--- src/rtl/vending_pkg.sv ---
// Shared types and coin helpers for the multi-product vending controller.
// Pure declarations; no timing or flow control of its own.
package vending_pkg;

  typedef enum logic [1:0] {
    IDLE   = 2'd0,
    CREDIT = 2'd1,
    VEND   = 2'd2,
    CHANGE = 2'd3
  } vstate_t;

  localparam logic [4:0] COIN_5  = 5'd5;
  localparam logic [4:0] COIN_10 = 5'd10;
  localparam logic [4:0] COIN_25 = 5'd25;

  function automatic logic is_valid_coin(input logic [4:0] c);
    return (c == COIN_5) || (c == COIN_10) || (c == COIN_25);
  endfunction

endpackage

--- src/rtl/vend_change_sel.sv ---
// Greedy change picker: largest of 25/10/5 not above the remainder, plus what is left.
// Purely combinational; a zero coin means nothing payable remains.
module vend_change_sel
  import vending_pkg::*;
#(
  parameter int CREDIT_W = 8
) (
  input  logic [CREDIT_W-1:0] remainder_i,
  output logic [4:0]          coin_o,
  output logic [CREDIT_W-1:0] next_o
);

  always_comb begin
    coin_o = '0;
    next_o = '0;
    if (remainder_i >= CREDIT_W'(COIN_25)) begin
      coin_o = COIN_25;
    end else if (remainder_i >= CREDIT_W'(COIN_10)) begin
      coin_o = COIN_10;
    end else if (remainder_i >= CREDIT_W'(COIN_5)) begin
      coin_o = COIN_5;
    end
    // A residual below the smallest coin is dropped rather than carried.
    if (coin_o != '0) begin
      next_o = remainder_i - CREDIT_W'(coin_o);
    end
  end

endmodule

--- src/rtl/vending_mp.sv ---
// Multi-product vending FSM: saturating credit, per-item stock, greedy change one coin per cycle.
// All outputs registered, 1-cycle response; while busy, coins are rejected and select/cancel ignored.
module vending_mp
  import vending_pkg::*;
#(
  parameter int                          N_ITEMS    = 4,
  parameter int                          CREDIT_W   = 8,
  parameter int                          MAX_CREDIT = 100,
  parameter logic [N_ITEMS*CREDIT_W-1:0] PRICES     = {8'd35, 8'd25, 8'd20, 8'd15},
  parameter int                          STOCK_W    = 4,
  localparam int                         SEL_W      = (N_ITEMS > 1) ? $clog2(N_ITEMS) : 1
) (
  input  logic                clk,
  input  logic                rst_n,
  input  logic                coin_valid,
  input  logic [4:0]          coin,
  input  logic                sel_valid,
  input  logic [SEL_W-1:0]    sel_item,
  input  logic                cancel,
  input  logic                restock_valid,
  input  logic [SEL_W-1:0]    restock_item,
  output logic [CREDIT_W-1:0] credit,
  output logic                dispense,
  output logic [SEL_W-1:0]    dispense_item,
  output logic                change_valid,
  output logic [4:0]          change_coin,
  output logic                coin_reject,
  output logic [N_ITEMS-1:0]  sold_out,
  output logic                busy
);

  vstate_t             state_q, state_d;
  logic [CREDIT_W-1:0] credit_q, credit_d;
  logic                dispense_q, dispense_d;
  logic [SEL_W-1:0]    dispense_item_q, dispense_item_d;
  logic                change_valid_q, change_valid_d;
  logic [4:0]          change_coin_q, change_coin_d;
  logic                coin_reject_q, coin_reject_d;
  logic [N_ITEMS-1:0]  sold_out_q, sold_out_d;
  logic [STOCK_W-1:0]  stock_q [N_ITEMS];
  logic [STOCK_W-1:0]  stock_d [N_ITEMS];

  logic [CREDIT_W:0]   coin_sum;
  logic [CREDIT_W-1:0] price;
  logic                sel_in_range;
  logic                sel_in_stock;
  logic                do_pay;
  logic                do_vend;
  logic [4:0]          pay_coin;
  logic [CREDIT_W-1:0] pay_next;

  assign coin_sum = {1'b0, credit_q} + (CREDIT_W+1)'(coin);

  vend_change_sel #(.CREDIT_W(CREDIT_W)) u_change_sel (
    .remainder_i (credit_q),
    .coin_o      (pay_coin),
    .next_o      (pay_next)
  );

  always_comb begin
    price        = '0;
    sel_in_range = 1'b0;
    sel_in_stock = 1'b0;
    for (int i = 0; i < N_ITEMS; i++) begin
      if (SEL_W'(i) == sel_item) begin
        price        = PRICES[i*CREDIT_W +: CREDIT_W];
        sel_in_range = 1'b1;
        sel_in_stock = (stock_q[i] != '0);
      end
    end
  end

  always_comb begin
    state_d         = state_q;
    credit_d        = credit_q;
    dispense_d      = 1'b0;
    dispense_item_d = '0;
    change_valid_d  = 1'b0;
    change_coin_d   = '0;
    coin_reject_d   = 1'b0;
    do_pay          = 1'b0;
    do_vend         = 1'b0;
    stock_d         = stock_q;
    sold_out_d      = '0;

    case (state_q)
      IDLE, CREDIT: begin
        if (cancel) begin
          do_pay        = (state_q == CREDIT);
          coin_reject_d = coin_valid;
        end else if (sel_valid) begin
          coin_reject_d = coin_valid;
          if (sel_in_range && sel_in_stock && (credit_q >= price)) begin
            do_vend         = 1'b1;
            state_d         = VEND;
            credit_d        = credit_q - price;
            dispense_d      = 1'b1;
            dispense_item_d = sel_item;
          end
        end else if (coin_valid) begin
          if (!is_valid_coin(coin) || (coin_sum > (CREDIT_W+1)'(MAX_CREDIT))) begin
            coin_reject_d = 1'b1;
          end else begin
            credit_d = coin_sum[CREDIT_W-1:0];
            state_d  = CREDIT;
          end
        end
      end
      VEND, CHANGE: begin
        do_pay        = 1'b1;
        coin_reject_d = coin_valid;
      end
      default: state_d = IDLE;
    endcase

    // Each payout step either emits the next greedy coin or, with nothing payable left, settles to IDLE.
    if (do_pay) begin
      if (pay_coin != '0) begin
        state_d        = CHANGE;
        change_valid_d = 1'b1;
        change_coin_d  = pay_coin;
        credit_d       = pay_next;
      end else begin
        state_d  = IDLE;
        credit_d = '0;
      end
    end

    for (int i = 0; i < N_ITEMS; i++) begin
      if (do_vend && (SEL_W'(i) == sel_item)) begin
        stock_d[i] = stock_q[i] - 1'b1;
      end
      if (restock_valid && (SEL_W'(i) == restock_item)) begin
        stock_d[i] = '1;
      end
      sold_out_d[i] = (stock_d[i] == '0);
    end
  end

  always_ff @(posedge clk or negedge rst_n) begin
    if (!rst_n) begin
      state_q         <= IDLE;
      credit_q        <= '0;
      dispense_q      <= 1'b0;
      dispense_item_q <= '0;
      change_valid_q  <= 1'b0;
      change_coin_q   <= '0;
      coin_reject_q   <= 1'b0;
      sold_out_q      <= '0;
      for (int i = 0; i < N_ITEMS; i++) begin
        stock_q[i] <= '1;
      end
    end else begin
      state_q         <= state_d;
      credit_q        <= credit_d;
      dispense_q      <= dispense_d;
      dispense_item_q <= dispense_item_d;
      change_valid_q  <= change_valid_d;
      change_coin_q   <= change_coin_d;
      coin_reject_q   <= coin_reject_d;
      sold_out_q      <= sold_out_d;
      stock_q         <= stock_d;
    end
  end

  assign credit        = credit_q;
  assign dispense      = dispense_q;
  assign dispense_item = dispense_item_q;
  assign change_valid  = change_valid_q;
  assign change_coin   = change_coin_q;
  assign coin_reject   = coin_reject_q;
  assign sold_out      = sold_out_q;
  assign busy          = (state_q == VEND) || (state_q == CHANGE);

endmodule

--- config.mk ---
export PLATFORM = sky130hd
export DESIGN_NAME = vending_mp
export DESIGN_NICKNAME = d
export VERILOG_FILES = /design/src/rtl/vending_pkg.sv /design/src/rtl/vend_change_sel.sv /design/src/rtl/vending_mp.sv
export SDC_FILE = /design/constraint.sdc
export NUM_CORES = 1
export LEC_CHECK = 0
export ABC_AREA = 0
export BUFFER_PORTS_ARGS = -buffer_cell sky130_fd_sc_hd__clkbuf_2
export CAP_MARGIN = 10
export CELL_PAD_IN_SITES_DETAIL_PLACEMENT = 0
export CELL_PAD_IN_SITES_GLOBAL_PLACEMENT = 1
export CORE_UTILIZATION = 45
export CTS_BUF_LIST = sky130_fd_sc_hd__clkbuf_16
export CTS_CLUSTER_DIAMETER = 120
export DETAILED_ROUTE_END_ITERATION = 10
export GPL_ROUTABILITY_DRIVEN = 1
export PLACE_DENSITY = 0.76
export SYNTH_ARGS = -nofsm -noshare
export SYNTH_HDL_FRONTEND = slang
export SYNTH_SLANG_ARGS = --single-unit
--- constraint.sdc ---
create_clock -name clk -period 3.4 [get_ports clk]
set_input_delay 0.17 -clock clk [delete_from_list [all_inputs] [get_ports clk]]
set_output_delay 0.17 -clock clk [all_outputs]
set_load 0.01 [all_outputs]
==> results by group <==
Outcome
  – Outcome: finished, violations left
  – Failing checks: design-rule violations

Flow run
  – Max-cap viol count: 0

Clocking
  – Root Driver: clkbuf_16
  – Clk sinks: 40
  – TritonCTS Buffers: 5
  – Worst-path clk slew: around 0.06 ns
  – H-tree levels: 2
  – Post-cts hold buffer count: 0
  – CTS resizes: 0
  – Clock buffer depth: 2
  – Skew-Pair Late Insertion Delay: about 0.28 ns
  – CTS tree: yes
  – Post-CTS setup buffer count: 0

Critical path
  – Crit path DAT: 3.31 ns
  – Worst path cell trace: nor2_1, a21oi_1, nor4_2, buf_4, nand2_1, ha_1, inv_1, fa_1, a21o_1, a21o_1, a211oi_1, a22oi_1, a211oi_1, a2bb2oi_1
  – Worst Path Required: roughly 3.6 ns
  – WS Path Type: register to register
  – Critical Path Fanout Max: 8
  – Critical Path End: credit[6]$_DFFE_PN0P_
  – Critical path buffer and inverter count: 2
  – CP endpoint kind: register
  – Largest stage delay, worst path: a little under 0.5 ns
  – Reg2reg path depth: 14
  – Critical Path Start: credit[1]$_DFFE_PN0P_
  – Setup crit start kind: register
  – Worst reg2reg startpoint: credit[1]$_DFFE_PN0P_
  – Reg-to-Reg End: credit[6]$_DFFE_PN0P_
  – Slowest cell on crit path: dfrtp_1
  – Kind of cell adding the most delay to the critical path: compound AO/OA/AOI/OAI gates
  – R2r setup slk: between 0.2 and 0.3 ns
  – Critical path depth: 14

Cells and area
  – Final Cell Area: 3550 um2
  – N_diodes: 0
  – Final #Nets: around 420
  – Area Growth Syn to Fin: 16.5%
  – Most common cell after layout, fill and taps aside: clkbuf_2
  – Non-Filler Instances: around 460
  – Share of layout cells above drive strength 1: between 20% and 30%
  – # fillers: 586
  – Commonest cells after routing, fill and taps aside: 37 x clkbuf_2, 34 x nand2_1, 27 x inv_1

Power
  – Tot Pwr: around 3.3 mW
  – Pleak: 1.63 nW
  – VDD IR max: 0.414 mV
  – Power share of the sequential group: a little under a quarter
  – Switching portion of total power: a little over two fifths
  – Power share of the combinational group: slightly above 60%
  – Clock network power share: about 16%
  – Switching power total: ~1.4 mW
  – Power Density: approximately 900 nW/um2
  – Int Pwr: between 1.5 and 2 mW

Synth
  – Synth Instances: approximately 330
  – Most used flip-flop cell after synthesis: dfrtp_1
  – Yosys warning count: 0
  – Syn_area_per_cell: between 9 and 10 um2
  – Yosys cell types: between 60 and 70
  – Syn nets: 373
  – Async SR Flop Fraction: 100%
  – Post-synth top area share: 19.7%
  – Post-Syn Area: 3050 um2
  – Seq/Total Area, Yosys: approximately a third
  – Number of synthesized flops with an enable pin: 0
  – Area contributors post-synth: dfrtp_1 20%, dfstp_2 14%, ha_1 9.9%
  – Yosys top cell by area: dfrtp_1
  – Synthesized flop and latch total: 40

Place
  – I/O Buffers: 37
  – Final Wtd Congestion: between 0.8 and 0.9
  – Post-detail-place hpwl: between 5000 and 6000 um
  – Placement Cell Area: 3380 um2
  – Placed cell count: 450
  – DP Worst Slack: approximately 0.18 ns

Timing
  – Final hold vios: 0
  – Worst-Margin Slew: 1.02 ns
  – Maximum clock rate: roughly 320 MHz
  – Pins over their slew limit: 0
  – Tmin final: around 3.1 ns
  – RSZ-0062 raised after global routing: true
  – Relative slew slack: a little under a third
  – Final worst slack: approximately 0.28 ns
  – Final Cycle Share: around nine tenths
  – Final setup TNS: 0 ns
  – Final setup violation count: 0
  – Final Skew: ~0.0046 ns

GRT
  – Gr ovfl total: 0
  – Layer with the highest usage: met2
  – M3 GR Usage: 3.93%
  – Global-route wire length before repair: approximately 12,000 um
  – Grt met1 use: about 32%
  – GRT met2 Usage: between 30% and 40%
  – GRT Util Overall: between 20% and 30%
  – Vias in the first global route: roughly 2,500
  – Initial antenna violation count: 0
  – Largest net degree at the start of global routing: between 40 and 50

Floorplanning
  – Core Area: between 6000 and 7000 um2
  – FP Rows: 29
  – Die Wd: 84.3 um
  – Die area: 7100 um2
  – Starting Density: 47.2%
  – Die Ht: between 80 and 90 um
  – IO Count: 38

Routing
  – First-pass DRT Iterations: 7
  – Starting DRT DRC Count: 127
  – Avg Vias per Cell: roughly 5.7
  – Final ANT Viol Nets: 0
  – Final wirelength: between 7000 and 8000 um
  – Drt drc: 2
  – DR vias: 2,594
  – WL per Instance: roughly 16 um

Worst hold path
  – Hold/Removal Path Class: input port to asynchronous set/reset pin
[sequential cells by signal, indices dropped and copies added (netlist names)]
name / cells
credit: 8
dispense_item: 2
change_valid: 1
stock_q: 16
change_coin: 5
state_q: 2
sold_out: 4
dispense: 1
coin_reject: 1
[final cells by class]
type | count | area (um2) | share of cell area, %
flip-flops and latches | 40 | 1020 | 28.8
clock inverters | 3 | 38.8 | 1.09
clock buffers | 5 | 125 | 3.52
repair buffers | 48 | 268 | 7.54
well taps | 77 | 96.3 | 2.71
inverters | 26 | 97.6 | 2.75
multi-input cells | 259 | 1900 | 53.6
[routing by layer]
layer,vias to the layer above,part of all wire [%]
li1,1305,-
met1,1235,51
met2,48,44
met3,6,4.0
met4,0,0.73
met5,-,0
[Yosys cell counts (3+ instances only)]
| master | number |
|---|---|
| a21o_1 | 4 |
| and3_1 | 3 |
| o22ai_1 | 5 |
| nand2b_1 | 6 |
| o21ai_0 | 18 |
| dfstp_2 | 16 |
| inv_1 | 26 |
| xnor2_1 | 15 |
| nor3b_1 | 3 |
| xor2_1 | 9 |
| dfrtp_1 | 24 |
| ha_1 | 24 |
| mux2_4 | 3 |
| nand3_1 | 7 |
| mux2i_1 | 3 |
| nand3b_1 | 3 |
| fa_1 | 3 |
| nor4_1 | 6 |
| nor2b_1 | 3 |
| clkbuf_1 | 3 |
| a211oi_1 | 7 |
| nand2_1 | 34 |
| a31oi_1 | 4 |
| nor3_1 | 6 |
| nor2_1 | 26 |
| o211ai_1 | 5 |
| a21oi_1 | 11 |
[power by group through the flow]
stage	logic [mW]	clock network (mW)	registers [mW]
finish	1.99	0.523	0.742
global route	2.22	0.554	0.757
CTS	1.98	0.536	0.742
detailed placement	1.97	0	0.747
global placement	1.97	0	0.744
floorplan	1.38	0	0.786
[logic make-up after synthesis]
logic type                 after synthesis  synth area share (%)
DFF                                     40                  33.5
muxes                                    6                  2.46
xor gates and xnor gates                24                  6.90
AOI/OAI and AO/OA                       88                  21.8
adders and majority gates               27                  11.8
and+or+nand+nor                        114                  19.2
buffers and inverters                   32                  4.23
[how the worst min path moves through the flow]
stage	start	to
2_1_floorplan	rst_n	change_coin[0]$_DFF_PN0_
3_3_place_gp	rst_n	coin_reject$_DFF_PN0_
3_5_place_dp	rst_n	coin_reject$_DFF_PN0_
4_1_cts	rst_n	coin_reject$_DFF_PN0_
5_1_grt	rst_n	coin_reject$_DFF_PN0_
6_report	rst_n	coin_reject$_DFF_PN0_
[worst register-to-register path, cell delays in order (launching register included)]
cell       delay (ns)
dfrtp_1          0.49
nor2_1           0.12
a21oi_1          0.21
nor4_2           0.08
buf_4            0.15
nand2_1          0.05
ha_1             0.17
inv_1            0.06
fa_1             0.41
a21o_1           0.18
a21o_1           0.20
a211oi_1         0.35
a22oi_1          0.14
a211oi_1         0.22
a2bb2oi_1        0.19
[per-stage QoR]
stage	util (%)	hold slack [ns]
final	55.0	0.0581
after global routing	55.0	0.154
after CTS	54.9	0.106
after detailed placement	52.3	0.399
after global placement	52.3	0.388
after floorplan	-	-0.126
Power figures use the tool's default switching activity.
